===== src/rtl/ifmap_skew_feeder_pkg.sv =====
// Shared definitions for the ifmap read feeder and the ofmap write buffer:
// default geometry, FSM encoding and MSB-first lane slicing.
package ifmap_skew_feeder_pkg;

    localparam int DATA_WIDTH_DEF     = 8;
    localparam int PE_SIZE_DEF        = 14;
    localparam int MEM_ADDR_WIDTH_DEF = 10;
    localparam int MEM_DATA_WIDTH_DEF = DATA_WIDTH_DEF * PE_SIZE_DEF;
    localparam int ROW_CNT_DEF        = 64;

    typedef enum logic [1:0] {
        ST_IDLE  = 2'd0,
        ST_READ  = 2'd1,
        ST_DRAIN = 2'd2,
        ST_DONE  = 2'd3
    } fsm_state_t;

    // Lane 0 occupies the most significant element of a packed word.
    function automatic int lane_msb(input int lane, input int data_width, input int pe_size);
        return data_width * pe_size - 1 - lane * data_width;
    endfunction

endpackage


===== src/rtl/ifmap_skew_feeder_skew_delay_line.sv =====
// Data+valid shift register of DEPTH stages with synchronous active-low reset.
// DEPTH=0 degenerates to a plain wire-through.
module skew_delay_line #(
    parameter int DEPTH = 1,
    parameter int WIDTH = 8
) (
    input  logic             clk,
    input  logic             rst_n,
    input  logic [WIDTH-1:0] din,
    input  logic             vin,
    output logic [WIDTH-1:0] dout,
    output logic             vout
);

    generate
        if (DEPTH == 0) begin : g_wire
            logic unused_clk_rst;
            assign unused_clk_rst = clk ^ rst_n;
            assign dout = din;
            assign vout = vin;
        end else begin : g_shift
            logic [WIDTH-1:0] data_sr [DEPTH];
            logic [DEPTH-1:0] valid_sr;

            always_ff @(posedge clk) begin
                if (!rst_n) begin
                    for (int j = 0; j < DEPTH; j++) begin
                        data_sr[j] <= '0;
                    end
                    valid_sr <= '0;
                end else begin
                    data_sr[0]  <= din;
                    valid_sr[0] <= vin;
                    for (int j = 1; j < DEPTH; j++) begin
                        data_sr[j]  <= data_sr[j-1];
                        valid_sr[j] <= valid_sr[j-1];
                    end
                end
            end

            assign dout = data_sr[DEPTH-1];
            assign vout = valid_sr[DEPTH-1];
        end
    endgenerate

endmodule


===== src/rtl/ifmap_skew_feeder.sv =====
// Reads ROW_CNT consecutive BRAM words and feeds them into the PE array with a
// diagonal skew: lane i lags lane 0 by i cycles, invalid lanes forced to zero.
module ifmap_skew_feeder
    import ifmap_skew_feeder_pkg::*;
#(
    parameter int DATA_WIDTH     = DATA_WIDTH_DEF,
    parameter int PE_SIZE        = PE_SIZE_DEF,
    parameter int MEM_ADDR_WIDTH = MEM_ADDR_WIDTH_DEF,
    parameter int MEM_DATA_WIDTH = MEM_DATA_WIDTH_DEF,
    parameter int ROW_CNT        = ROW_CNT_DEF
) (
    input  logic                          clk,
    input  logic                          rst_n,
    input  logic                          start_i,
    input  logic [MEM_ADDR_WIDTH-1:0]     base_addr_i,
    input  logic [MEM_DATA_WIDTH-1:0]     mem_q_i,
    output logic [MEM_ADDR_WIDTH-1:0]     mem_addr_o,
    output logic                          mem_ce_o,
    output logic                          mem_we_o,
    output logic [DATA_WIDTH*PE_SIZE-1:0] row_o,
    output logic [PE_SIZE-1:0]            row_valid_o,
    output logic                          busy_o,
    output logic                          done_o,
    output fsm_state_t                    fsm_state
);

    localparam int RC_W = (ROW_CNT > 1) ? $clog2(ROW_CNT) : 1;
    localparam int DC_W = $clog2(PE_SIZE + 1);

    logic [RC_W-1:0]           rd_cnt;
    logic [DC_W-1:0]           drn_cnt;
    logic                      ce_d;
    logic                      s0_valid;
    logic [MEM_DATA_WIDTH-1:0] s0_data;

    assign mem_we_o = 1'b0;

    // start_i is a one-cycle request with no ready: it is taken only in IDLE
    // and dropped (not queued) in every other state.
    always_ff @(posedge clk) begin
        if (!rst_n) begin
            fsm_state  <= ST_IDLE;
            mem_addr_o <= '0;
            mem_ce_o   <= 1'b0;
            busy_o     <= 1'b0;
            done_o     <= 1'b0;
            rd_cnt     <= '0;
            drn_cnt    <= '0;
        end else begin
            done_o <= 1'b0;
            case (fsm_state)
                ST_IDLE: begin
                    if (start_i) begin
                        fsm_state  <= ST_READ;
                        mem_addr_o <= base_addr_i;
                        mem_ce_o   <= 1'b1;
                        busy_o     <= 1'b1;
                        rd_cnt     <= '0;
                    end
                end
                ST_READ: begin
                    if (rd_cnt == RC_W'(ROW_CNT - 1)) begin
                        fsm_state <= ST_DRAIN;
                        mem_ce_o  <= 1'b0;
                        drn_cnt   <= '0;
                    end else begin
                        mem_addr_o <= mem_addr_o + MEM_ADDR_WIDTH'(1);
                        rd_cnt     <= rd_cnt + RC_W'(1);
                    end
                end
                ST_DRAIN: begin
                    // PE_SIZE+1 cycles: BRAM latency plus the deepest lane.
                    if (drn_cnt == DC_W'(PE_SIZE)) begin
                        fsm_state <= ST_DONE;
                        busy_o    <= 1'b0;
                        done_o    <= 1'b1;
                    end else begin
                        drn_cnt <= drn_cnt + DC_W'(1);
                    end
                end
                ST_DONE: begin
                    fsm_state <= ST_IDLE;
                end
                default: begin
                    fsm_state <= ST_IDLE;
                end
            endcase
        end
    end

    // Stage 0 captures mem_q_i only when it carries read data, so bus garbage
    // never enters the skew lines.
    always_ff @(posedge clk) begin
        if (!rst_n) begin
            ce_d     <= 1'b0;
            s0_valid <= 1'b0;
            s0_data  <= '0;
        end else begin
            ce_d     <= mem_ce_o;
            s0_valid <= ce_d;
            s0_data  <= ce_d ? mem_q_i : '0;
        end
    end

    generate
        for (genvar i = 0; i < PE_SIZE; i++) begin : g_lane
            localparam int MSB = lane_msb(i, DATA_WIDTH, PE_SIZE);
            logic [DATA_WIDTH-1:0] lane_data;
            logic                  lane_valid;

            skew_delay_line #(
                .DEPTH(i),
                .WIDTH(DATA_WIDTH)
            ) u_delay (
                .clk  (clk),
                .rst_n(rst_n),
                .din  (s0_data[MSB -: DATA_WIDTH]),
                .vin  (s0_valid),
                .dout (lane_data),
                .vout (lane_valid)
            );

            assign row_o[MSB -: DATA_WIDTH] = lane_valid ? lane_data : '0;
            assign row_valid_o[i]           = lane_valid;
        end
    endgenerate

endmodule


===== config.mk =====
export PLATFORM = sky130hd
export DESIGN_NAME = ifmap_skew_feeder
export DESIGN_NICKNAME = d
export VERILOG_FILES = /design/src/rtl/ifmap_skew_feeder_pkg.sv /design/src/rtl/ifmap_skew_feeder_skew_delay_line.sv /design/src/rtl/ifmap_skew_feeder.sv
export SDC_FILE = /design/constraint.sdc
export NUM_CORES = 1
export LEC_CHECK = 0
export ABC_AREA = 1
export CORE_ASPECT_RATIO = 1.75
export CORE_MARGIN = 1
export CORE_UTILIZATION = 45
export DETAILED_ROUTE_END_ITERATION = 10
export GPL_ROUTABILITY_DRIVEN = 0
export GPL_TIMING_DRIVEN = 0
export PLACE_DENSITY = 0.67
export SYNTH_ARGS = -nofsm -noshare
export SYNTH_HDL_FRONTEND = slang
export SYNTH_HIERARCHICAL = 1
export SYNTH_SLANG_ARGS = --single-unit

===== constraint.sdc =====
create_clock -name clk -period 2.4 [get_ports clk]
set_input_delay 0.72 -clock clk [delete_from_list [all_inputs] [get_ports clk]]
set_output_delay 0.72 -clock clk [all_outputs]
set_load 0.1 [all_outputs]

# Word level (Yosys, flattened, before mapping)
# Memory sizes are Yosys's and may differ from the RTL's.
# Index checks and enable logic that the tools add are counted.
op_classes:
  add_sub_neg: 3
  mul: 0
  div_mod_pow: 0
  magnitude_cmp: 0
  eq_ne: 10
  shifts: 0
  n_mux: 127
  n_bitwise: 90
  reduce_logical: 12
ops:
  columns: ["operator", "n"]
  rows:
  - ["8-bit two-way mux", 105]
  - ["1-bit bitwise OR", 90]
  - ["10-bit two-way mux", 2]
  - ["10-bit case mux with 2 select lines", 1]
  - ["3-bit AND reduction", 5]
  - ["6-bit two-way mux", 2]
  - ["6-bit case mux with 2 select lines", 1]
  - ["10-bit by 1-bit adder with 10-bit output, second input constant", 1]
  - ["2-bit inequality test, second input constant", 5]
  - ["4-bit two-way mux", 2]
  - ["2-bit case mux with 4 select lines", 1]
  - ["4-bit case mux with 2 select lines", 1]
  - ["8-bit OR reduction", 1]
  - ["1-bit two-way mux", 7]
  - ["6-bit by 1-bit adder with 6-bit output, second input constant", 1]
  - ["6-bit == test, second input constant", 1]
  - ["2-bit two-way mux", 3]
  - ["2-bit nonzero test", 3]
  - ["4-bit by 1-bit adder with 4-bit output, second input constant", 1]
  - ["2-bit == test, second input constant", 2]
  - ["4-bit == test, second input constant", 1]
  - ["1-bit case mux with 2 select lines", 2]
  - ["2-bit AND reduction", 2]
  - ["2-bit by 1-bit == test with 1-bit output, second input constant", 1]
  - ["2-bit logical NOT", 1]
totals:
  ff_bits: 230
  latchBits: 0
  ram_bits: 728
  mem_bits_ro: 0
  inputBits: 125
  out_inout_bits: 142
  mem_count: 13
memory_table:
  columns: ["name", "words", "width", "rd", "rd_ports_with_merged_regs", "wr", "line", "text"]
  rows:
  - ["g_lane[13].u_delay.g_shift.data_sr", 13, 8, 13, 0, 13, "ifmap_skew_feeder_skew_delay_line.sv:22", "logic [WIDTH-1:0] data_sr [DEPTH];"]
  - ["g_lane[12].u_delay.g_shift.data_sr", 12, 8, 12, 0, 12, "ifmap_skew_feeder_skew_delay_line.sv:22", null]
  - ["g_lane[11].u_delay.g_shift.data_sr", 11, 8, 11, 0, 11, "ifmap_skew_feeder_skew_delay_line.sv:22", null]
  - ["g_lane[10].u_delay.g_shift.data_sr", 10, 8, 10, 0, 10, "ifmap_skew_feeder_skew_delay_line.sv:22", null]
  - ["g_lane[9].u_delay.g_shift.data_sr", 9, 8, 9, 0, 9, "ifmap_skew_feeder_skew_delay_line.sv:22", null]
  - ["g_lane[8].u_delay.g_shift.data_sr", 8, 8, 8, 0, 8, "ifmap_skew_feeder_skew_delay_line.sv:22", null]
  - ["+7 memories", null, null, null, null, null, null, null]

# Longest topological paths before layout
# Gate-level depths: netlist of run 1.
logic_depth:
  word_depth: 3
  ltp_mapped: 10
  ltp_nobuf: 10

# Cells and area by module
# Netlist of run 1, hierarchy kept.
by_module_without_submodules:
  columns: ["mod", "instances", "cells_each", "area_each_um2", "seq_area_each_um2"]
  rows:
  - ["ifmap_skew_feeder", 1, 843, 5760.5, 2782.7]
  - ["skew_delay_line (g_lane[13].u_delay)", 1, 364, 3342.0, 2342.2]
  - ["skew_delay_line (g_lane[12].u_delay)", 1, 336, 3054.2, 2162.1]
  - ["skew_delay_line (g_lane[11].u_delay)", 1, 308, 2798.9, 1981.9]
  - ["skew_delay_line (g_lane[10].u_delay)", 1, 288, 2672.6, 1801.7]
  - ["skew_delay_line (g_lane[9].u_delay)", 1, 252, 2331.0, 1621.6]
  - ["skew_delay_line (g_lane[8].u_delay)", 1, 232, 2132.0, 1441.4]
  - ["skew_delay_line (g_lane[7].u_delay)", 1, 204, 1869.3, 1261.2]
  - ["skew_delay_line (g_lane[6].u_delay)", 1, 176, 1610.3, 1081.0]
  - ["skew_delay_line (g_lane[5].u_delay)", 1, 148, 1351.3, 900.9]
  - ["skew_delay_line (g_lane[4].u_delay)", 1, 112, 1032.2, 720.7]
  - ["skew_delay_line (g_lane[3].u_delay)", 1, 92, 837.1, 540.5]
  - ["skew_delay_line (g_lane[2].u_delay)", 1, 64, 589.3, 360.3]
  - ["skew_delay_line (g_lane[1].u_delay)", 1, 28, 259.0, 180.2]
  - ["skew_delay_line (g_lane[0].u_delay)", 1, 9, 67.6, 0.0]

# Worst setup path before layout of run 1
# Ideal clock, no wire load.
synth_timing:
  kind: "register to output"
  start: "reg s0_valid"
  end: "out row_o[104]"
  arrival_ps: 1539
  required_time_ps: 1680
  slack_ps: 141
  stages_incl_launch_ff: 5
  n_path_buf: 2
  cell_sequence: "dfxtp_1 buf_4 clkbuf_1 nand2_1 inv_1"
synth_between:
  elab_chain_cells: 1
synth_lines:
  columns: ["item", "line", "text"]
  rows:
  - ["from (decl)", "ifmap_skew_feeder.sv:33", "logic s0_valid;"]
  - ["from (signal assigned)", "ifmap_skew_feeder.sv:96", "s0_valid <= 1'b0;"]
  - ["from (signal assigned)", "ifmap_skew_feeder.sv:100", "s0_valid <= ce_d;"]
  - ["8-bit two-way mux", "ifmap_skew_feeder.sv:123", "assign row_o[MSB -: DATA_WIDTH] = lane_valid ? lane_data : '0;"]
  - ["to (decl)", "ifmap_skew_feeder.sv:20", "output logic [DATA_WIDTH*PE_SIZE-1:0] row_o,"]
# Every way passes these cells.

# Worst setup path after layout of run 1
layout_timing:
  start: "reg mem_addr_o[3]"
  end: "out mem_addr_o[3]"
layout_rtl:
  columns: ["item", "line", "text"]
  rows:
  - ["from (decl)", "ifmap_skew_feeder.sv:17", "output logic [MEM_ADDR_WIDTH-1:0] mem_addr_o,"]
  - ["from (signal assigned)", "ifmap_skew_feeder.sv:55", "mem_addr_o <= base_addr_i;"]
  - ["from (signal assigned)", "ifmap_skew_feeder.sv:67", "mem_addr_o <= mem_addr_o + MEM_ADDR_WIDTH'(1);"]
# No word-level cell between the ends.

==> flow_summary.yaml, run 1 <==
global_routing:
  grt_pass1_wl_um: 79140
  grt_antenna_before_repair: 5
  gr-usage-all-layers_pct: 14.86
  grt_pass1_vias: 17020
  grt_max_degree: 18
  grt_overflow: 0
yosys:
  ys_ff_latch: 958
  syn_nets: 3588
  synth-main-ff-cell: "dfxtp_1"
  yosysWarnings: 6
  netlist.area_leader.share_pct: 64.56
  ys_seq_area_share_pct: 64.56
  synthCells: 3456
  netlist_area_um2: 29710
  synth_edf_count: 0
  ys_types: 32
  yosysTopAreaCell: "dfxtp_1"
  syn_avg_cell_area_um2: 8.596
  async_flop_share_pct: 0
  synthTopCellsByArea: "dfxtp_1 65%, inv_1 13%, nand2_1 12%"
floorplan:
  dieArea_um2: 67090
  die_height_um: 341.9
  core.rowCount: 124
  fp.dieW_um: 196.2
  core_um2: 65320
  io-pin-count: 267
  initial_core_util_pct: 45.48
pwr:
  power.density_nw_per_um2: 912.8
  clock_power_share_pct: 41.0
  ir_worst_vdd_mv: 0.9390
  leakage_nw: 22.58
  power_frac_comb_pct: 9.1
  p_switching_w: 0.007834
  seqPwrFrac_pct: 49.9
  power.share.switching_pct: 23.67
  finalPower_w: 0.03309
  intPower_w: 0.02526
setup_path:
  critPathRequiredTime_ps: 1680
  crit_chain: "clkdlybuf4s15_2"
  crit_buf_inv: 1
  setup.worst_path.start: "mem_addr_o[3]"
  cp_data_arrival_time_ps: 1630
  crit_type: "reg2out"
  reg2reg_depth: 4
  reg2reg_to: "s0_data[23]"
  cp_slowest_stage_delay_ps: 590
  cp_max_fo: 5
  r2r_start: "ce_d"
  worst_setup_path_end_kind: "output port"
  slowest_stage: "clkdlybuf4s15_2"
  start_kind: "flip-flop"
  critPathTopFamily: "buffers and inverters"
  reg2reg_slack_ps: 370
timing:
  tightest_slew_ps: 974.8
  slew_headroom_pct: 35.01
  slew_viol_final: 0
  fmax_mhz: 425.8
  timing.clock.skew_ps: 16.27
  layout_setup_ws_ps: 51.29
  rsz0062_at_grt: "false"
  finalHoldViolCount: 0
  min_period_ps: 2349
  period_share_pct: 97.86
  finalSetupTns_ps: 0
  setup_viol: 0
cts:
  cts.sinks: 958
  clock_latency_ps: 620
  cts-buffers-inserted: 80
  clkTransAtPathRegs_ps: 70
  cts_hold_buf: 0
  clock_path_buffers: 3
  root_buffer: "clkbuf_16"
  cts_tree: "built"
  htree_levels: 3
min_path:
  min_from: "s0_data[52]"
  hold_path_depth: 2
  hold_path_end: "g_lane[7].u_delay/g_shift.data_sr[0][4]"
  hp-class: "reg2reg"
routing:
  vias: 18220
  via_per_inst: 3.835
  drt_iter0_markers: 492
  drtAntennaViolNets: 0
  drc_errors: 0
  drtPass1Iterations: 4
  wl_per_cell_um: 10.03
  drt-total-wl_um: 47670
placement:
  place_ws_ps: -1314
  placed_cells: 4603
  hpwl_um: 32530
  port_buffers: 265
layout:
  synthToLayoutAreaGrowth_pct: 22.04
  layout_commonest_cell: "inv_1"
  final_cells: 4752
  final_nets: 3935
  drive_above_1_share_pct: 13.35
  fillers: 5861
  final_cell_mix: "1063 x inv_1, 986 x nand2_1, 956 x dfxtp_1"
  multi_input_area_um2: 4826
  utilization_pct: 55.51
  ff_latch_area_um2: 19180
outcome:
  status: "finished clean"
run:
  cap_violations: 0
## per-layer routing
metal | up-vias | track usage, % | share of wire, % | routed length, µm
li1 | 9967 | - | - | -
met1 | 7848 | 15.88 | 40 | 19150
met2 | 314 | 27.01 | 50 | 23940
met3 | 92 | 2.953 | 5.2 | 2490
met4 | 2 | 8.577 | 4.4 | 2080
met5 | - | 0 | 0.027 | 13
## logic make-up (layout without fill, tap and decap cells)
| group | after synthesis | count (layout) | synth area share (%) |
|---|---|---|---|
| buf+inv | 1282 | 1692 | 19.20 |
| simple gates | 1169 | 1169 | 15.15 |
| flops | 958 | 958 | 64.56 |
| compound gates | 39 | 39 | 0.7834 |
| fa+ha+maj | 7 | 7 | 0.2948 |
| other cells | 1 | 5 | 0.01262 |
## sequential cells by signal (all words and copies together), names as in the netlist
signal,flops
fsm_state,2
g_lane.u_delay/g_shift.valid_sr,90
done_o,1
mem_ce_o,1
s0_data,112
g_lane.u_delay/vout,1
ce_d,1
g_lane.u_delay/g_shift.data_sr,728
mem_addr_o,10
rd_cnt,6
busy_o,1
s0_valid,1
drn_cnt,4
## synth_stat cells (2+ instances only)
cell type / count
inv_1: 1064
clkbuf_1: 19
buf_2: 32
nand2_2: 13
o21bai_1: 2
nand4_1: 4
inv_2: 13
nand3_1: 23
nor2_2: 2
buf_4: 87
a21oi_2: 6
o21ai_1: 7
ha_1: 7
o21ai_2: 2
nor3_1: 2
nand2_1: 986
a21oi_1: 15
nor2_1: 135
buf_6: 54
o21ai_0: 6
clkbuf_8: 9
dfxtp_1: 958
## metrics by stage
| step | hold WS (ps) | instance area (µm²) |
|---|---|---|
| after floorplan | 386.4 | 29710 |
| after global placement | 388.7 | 33460 |
| after detailed placement | 394.7 | 33460 |
| after CTS | 401.7 | 36190 |
| after global routing | 421.4 | 36250 |
| final | 402.2 | 36250 |
## what timing repair did
item | in CTS | in global routing
setup endpoints to repair | 161 | 27
setup buffers | 1 | 0
resized for setup | 844 | 29
## how the worst max path moves through the flow
stage,end,slack (ps),cells after the start
after floorplan,row_o[104],140,4
after global placement,s0_data[23],-2080,5
after detailed placement,row_o[106],-1310,5
after CTS,mem_addr_o[8],0.3,1
after global routing,row_o[58],2,4
final,mem_addr_o[3],50,1
## area by class of cell
cell class / instances / area share (%)
Tap cell: 882 / 3.044
Sequential cell: 958 / 52.91
Antenna cell: 4 / 0.02761
Buffer: 204 / 4.628
Clock buffer: 114 / 6.547
Clock inverter: 31 / 1.204
Multi-Input combinational cell: 1216 / 13.31
Timing Repair Buffer: 266 / 7.175
Inverter: 1077 / 11.15
## power groups by stage
stage | Combinational, W | Sequential, W | Clock [W]
after floorplan | 0.00153 | 0.0175 | 0
after global placement | 0.00305 | 0.0169 | 0
after detailed placement | 0.00307 | 0.0169 | 0
after CTS | 0.00306 | 0.0165 | 0.0140
after global routing | 0.00328 | 0.0166 | 0.0147
final | 0.00301 | 0.0165 | 0.0136
No activity file was read; power rests on OpenSTA's default activity.
==> inputs of run 2 (changes only) <==
--- a/config.mk
+++ b/config.mk
@@ -13,6 +13,7 @@
 export GPL_ROUTABILITY_DRIVEN = 0
 export GPL_TIMING_DRIVEN = 0
 export PLACE_DENSITY = 0.67
+export SLEW_MARGIN = 20
 export SYNTH_ARGS = -nofsm -noshare
 export SYNTH_HDL_FRONTEND = slang
 export SYNTH_HIERARCHICAL = 1
==> run 2 against run 1 <==
Worst setup slack improved by 13 ps; non-clock buffer count rose by 1; first-iteration DRC count is 3.5% higher; largest power group unchanged; sequential cell count did not move; design area hardly changed; critical endpoint unchanged; worst hold slack lost 2.5 ps.
==> flow_summary.yaml, run 2 (synthesized netlist as in run 1, its figures left out) <==
min_path:
  hp-class: "reg2reg"
  hold_path_depth: 2
  hold_path_end: "g_lane[2].u_delay/g_shift.data_sr[0][1]"
  min_from: "s0_data[89]"
setup_path:
  crit_chain: "clkdlybuf4s18_2"
  worst_setup_path_end_kind: "output port"
  critPathRequiredTime_ps: 1680
  critPathTopFamily: "buffers and inverters"
  cp_slowest_stage_delay_ps: 570
  start_kind: "flip-flop"
  cp_max_fo: 5
  r2r_start: "ce_d"
  reg2reg_to: "s0_data[23]"
  reg2reg_depth: 4
  path_depth: 1
  crit_buf_inv: 1
  crit_type: "reg2out"
  cp_data_arrival_time_ps: 1620
  slowest_stage: "clkdlybuf4s18_2"
  reg2reg_slack_ps: 370
timing:
  timing.clock.skew_ps: 17.63
  fmax_mhz: 428.2
  slew_headroom_pct: 35.62
  layout_setup_ws_ps: 64.54
  period_share_pct: 97.31
  rsz0062_at_grt: "true"
  min_period_ps: 2335
  slew_viol_final: 0
  tightest_slew_ps: 965.7
  finalSetupTns_ps: 0
  finalHoldViolCount: 0
  setup_viol: 0
pwr:
  ir_worst_vdd_mv: 0.9516
  leakage_nw: 22.59
  finalPower_w: 0.03288
  power.density_nw_per_um2: 906.7
routing:
  vias: 18350
  drt-total-wl_um: 47750
  drtAntennaViolNets: 0
  via_per_inst: 3.861
  wl_per_cell_um: 10.05
  drt_iter0_markers: 509
  drtPass1Iterations: 4
  drc_errors: 0
layout:
  layout_commonest_cell: "inv_1"
  largest-register: "g_lane.u_delay/g_shift.data_sr"
  utilization_pct: 55.52
  final_nets: 3938
  fillers: 5895
  ff_latch_area_um2: 19180
  largest_reg_flops: 728
  final_cell_mix: "1058 x inv_1, 985 x nand2_1, 956 x dfxtp_1"
  multi_input_area_um2: 4828
  synthToLayoutAreaGrowth_pct: 22.08
  top_regs: "g_lane.u_delay/g_shift.data_sr: 728 flops, s0_data: 112 flops, g_lane.u_delay/g_shift.valid_sr: 90 flops"
  final_cells: 4753
  drive_above_1_share_pct: 13.54
floorplan:
  core.rowCount: 124
  dieArea_um2: 67090
  core_um2: 65320
  initial_core_util_pct: 45.48
  die_height_um: 341.9
  fp.dieW_um: 196.2
  io-pin-count: 267
global_routing:
  gr-usage-all-layers_pct: 14.76
  grt_max_degree: 17
  grt_antenna_before_repair: 3
  grt_overflow: 0
  grt_pass1_vias: 16960
  grt_pass1_wl_um: 78680
cts:
  clkTransAtPathRegs_ps: 70
  cts-buffers-inserted: 82
  htree_levels: 3
  clock_path_buffers: 3
  cts_tree: "built"
  root_buffer: "clkbuf_16"
  clock_latency_ps: 620
  cts.sinks: 958
placement:
  place_ws_ps: -876.9
  hpwl_um: 33040
  placed_cells: 4604
  port_buffers: 265
outcome:
  status: "finished clean"
run:
  cap_violations: 0
[run 2: what timing repair did]
action                                  in CTS  in global routing
buffers inserted                             1                  0
hold buffers                                 0                  0
gates resized for setup                    847                 50
pin swaps                                    0                  0
endpoints found under the setup margin     141                 36
[run 2: stage by stage]
stage	area, µm²	hold WS [ps]
floorplan	29710	386.4
global placement	33460	388.7
detailed placement	33490	392.5
CTS	36130	399.2
global route	36270	414.8
finish	36270	399.7
[run 2: routing by layer]
layer	GRT usage [%]	vias to the layer above	share of wire (%)
met5	0	-	0.019
met4	6.722	2	3.2
met3	3.494	86	4.7
met2	27.39	313	51
met1	15.64	7976	41
li1	-	9976	-
[run 2: area by class of cell]
cell class / count / area share, %
inverters: 1077 / 11.15
well taps: 882 / 3.043
flip-flops and latches: 958 / 52.90
repair buffers: 267 / 7.335
clock inverters: 37 / 1.201
diodes: 1 / 0.006900
multi-input cells: 1216 / 13.31
clock buffers: 111 / 6.407
plain buffers: 204 / 4.651
[run 2: worst max-delay path by stage]
| stage | startpoint | slack, ps | end |
|---|---|---|---|
| floorplan | s0_valid | 140 | row_o[104] |
| global placement | rst_n | -2080 | s0_data[23] |
| detailed placement | s0_valid | -880 | row_o[106] |
| CTS | g_lane[2].u_delay/g_shift.valid_sr[1] | 2 | row_o[89] |
| global route | g_lane[10].u_delay/g_shift.valid_sr[9] | -20 | row_o[30] |
| finish | mem_addr_o[3] | 60 | mem_addr_o[3] |
[run 2: report_power, final]
part	internal, W	switching (W)	total (W)
Clock	0.00763	0.00569	0.0133
Combinational	0.000984	0.00205	0.00303
Sequential	0.0163	0.000242	0.0165
==> inputs of run 3 (changes only) <==
--- a/config.mk
+++ b/config.mk
@@ -16,5 +16,4 @@
 export SLEW_MARGIN = 20
 export SYNTH_ARGS = -nofsm -noshare
 export SYNTH_HDL_FRONTEND = slang
-export SYNTH_HIERARCHICAL = 1
 export SYNTH_SLANG_ARGS = --single-unit
==> run 3 against run 2 <==
Area after synthesis shrank 11%; sequential cell count fell by 78; synthesized cell count down 9.3%; wire length decreased by 5.6%; critical path type unchanged; power down 10%; critical path depth did not move; die area down 11%.
==> flow_summary.yaml, run 3 <==
cts:
  cts_hold_buf: 0
  cts-buffers-inserted: 73
  htree_levels: 3
  cts.sinks: 880
  clock_path_buffers: 3
  root_buffer: "clkbuf_16"
  clkTransAtPathRegs_ps: 70
  clock_latency_ps: 600
  cts_tree: "built"
layout:
  synthToLayoutAreaGrowth_pct: 22.87
  fillers: 5298
  final_nets: 3605
  utilization_pct: 55.93
  largest_reg_flops: 728
  ff_latch_area_um2: 17620
  final_cell_mix: "989 x inv_1, 911 x nand2_1, 878 x dfxtp_1"
  drive_above_1_share_pct: 11.00
  largest-register: "g_lane.u_delay.g_shift.data_sr"
  layout_commonest_cell: "inv_1"
  final_cells: 4300
  top_regs: "g_lane.u_delay.g_shift.data_sr: 728 flops, s0_data: 112 flops, g_lane.u_delay.g_shift.valid_sr: 13 flops"
  multi_input_area_um2: 4443
timing:
  setup_viol: 0
  finalSetupTns_ps: 0
  layout_setup_ws_ps: 51.00
  rsz0062_at_grt: "false"
  tightest_slew_ps: 986.5
  timing.clock.skew_ps: 16.19
  fmax_mhz: 425.7
  slew_viol_final: 0
  finalHoldViolCount: 0
  min_period_ps: 2349
  period_share_pct: 97.88
  slew_headroom_pct: 34.23
floorplan:
  fp.dieW_um: 185.3
  core_um2: 58120
  initial_core_util_pct: 45.52
  core.rowCount: 117
  io-pin-count: 267
  die_height_um: 322.8
  dieArea_um2: 59800
pwr:
  finalPower_w: 0.02958
  ir_worst_vdd_mv: 0.6734
  seqPwrFrac_pct: 51.1
  power.density_nw_per_um2: 910.0
  power.share.switching_pct: 23.84
  power_frac_comb_pct: 8.4
  p_switching_w: 0.007052
  intPower_w: 0.02253
  clock_power_share_pct: 40.5
  leakage_nw: 20.35
yosys:
  netlist.area_leader.share_pct: 66.59
  syn_avg_cell_area_um2: 8.445
  ys_types: 27
  synth-main-ff-cell: "dfxtp_1"
  yosysTopAreaCell: "dfxtp_1"
  async_flop_share_pct: 0
  syn_nets: 3265
  synthTopCellsByArea: "dfxtp_1 67%, inv_1 14%, nand2_1 13%"
  synth_edf_count: 0
  yosysMostFrequentCell: "inv_1"
  ys_seq_area_share_pct: 66.59
  ys_ff_latch: 880
  synthCells: 3133
  netlist_area_um2: 26460
  synthTopCellsByCount: "989 x inv_1, 911 x nand2_1, 880 x dfxtp_1"
  yosysWarnings: 0
setup_path:
  crit_type: "reg2out"
  cp_data_arrival_time_ps: 1630
  start_kind: "flip-flop"
  r2r_start: "ce_d"
  worst_setup_path_end_kind: "output port"
  critPathRequiredTime_ps: 1680
  cp_max_fo: 6
  slowest_stage: "clkdlybuf4s15_2"
  crit_buf_inv: 1
  cp_slowest_stage_delay_ps: 600
  critPathTopFamily: "buffers and inverters"
  setup.worst_path.start: "mem_addr_o[6]"
  crit_chain: "clkdlybuf4s15_2"
routing:
  drtPass1Iterations: 5
  via_per_inst: 3.861
  drtAntennaViolNets: 0
  vias: 16600
  drt_iter0_markers: 587
  drc_errors: 0
  wl_per_cell_um: 10.48
  drt-total-wl_um: 45070
global_routing:
  grt_overflow: 0
  grt_pass1_vias: 15510
  gr-usage-all-layers_pct: 15.76
  grt_antenna_before_repair: 3
  grt_pass1_wl_um: 73300
  grt_max_degree: 17
min_path:
  hp-class: "reg2reg"
  min_from: "g_lane[13].u_delay.g_shift.data_sr[9][1]"
run:
  cap_violations: 0
placement:
  hpwl_um: 31680
  place_ws_ps: -715.1
  placed_cells: 4171
  port_buffers: 265
outcome:
  status: "finished clean"
-- run 3: changes by cell type after synthesis, sizes merged --
cell    delta
nand2     -88
inv       -87
dfxtp     -78
buf       -67
nand3     -10
clkbuf     -8
nor2       +7
o21ai      +6
nand4      -2
o21bai     -2
or2        +2
xor2       +2
clkinv     +1
nand3b     +1
-- run 3: what timing repair did --
item,in CTS,in global routing
setup buffers,0,0
setup endpoints to repair,141,52
gates resized for setup,803,46
-- run 3: metal layers --
metal  part of all wire (%)  routed length (µm)  vias to the layer above  global-route usage [%]
li1                       -                   -                     9116                       -
met1                     39               17400                     7076                   15.56
met2                     52               23600                      329                   30.42
met3                    6.5                2914                       79                   4.324
met4                    2.5                1120                        4                   5.969
met5                  0.058                  26                        -                       0
-- run 3: cell families after synthesis --
logic type	Yosys count	share of synthesized area (%)
other	1	0.01417
AOI/OAI and AO/OA	43	0.8371
buffers and inverters	1121	16.62
DFF	880	66.59
adders and majority gates	7	0.3310
xor gates and xnor gates	2	0.06622
and+or+nand+nor	1079	15.55
-- run 3: layout make-up --
class | instances | share of cell area (%)
timing repair buffer | 265 | 7.917
tap | 773 | 2.975
inverter | 991 | 11.45
multi-input combinational | 1132 | 13.67
clock buffer | 100 | 6.366
antenna | 1 | 0.007698
clock inverter | 28 | 1.174
buffer | 130 | 2.232
sequential | 880 | 54.21
-- run 3: path summary, 6_finish.rpt --
path	to	slack, ps	cells past startpoint
setup reg to reg	s0_data[61]	710	4
hold / removal	g_lane[13].u_delay.g_shift.data_sr[10][1]	400	2
setup / recovery	mem_addr_o[6]	50	1
hold reg to reg	g_lane[13].u_delay.g_shift.data_sr[10][1]	400	2
-- run 3: stage by stage --
| stage | hold slack [ps] | cell area, µm² |
|---|---|---|
| finish | 396.4 | 32510 |
| global route | 398.8 | 32510 |
| CTS | 396.2 | 32370 |
| detailed placement | 394.7 | 30080 |
| global placement | 391.2 | 30080 |
| floorplan | 390.5 | 26460 |
-- run 3: power by group through the flow --
stage / registers, W / clock network [W] / logic (W)
final: 0.0151 / 0.0120 / 0.00248
after global routing: 0.0151 / 0.0129 / 0.00271
after CTS: 0.0151 / 0.0123 / 0.00251
after detailed placement: 0.0155 / 0 / 0.00253
after global placement: 0.0154 / 0 / 0.00250
after floorplan: 0.0161 / 0 / 0.00109
-- run 3: worst register-to-register path: cells and delay by family (launching register included) --
| family | cells | cell delay (ps) |
|---|---|---|
| buffers and inverters | 2 | 1000 |
| and+or+nand+nor | 2 | 280 |
| DFF | 1 | 290 |
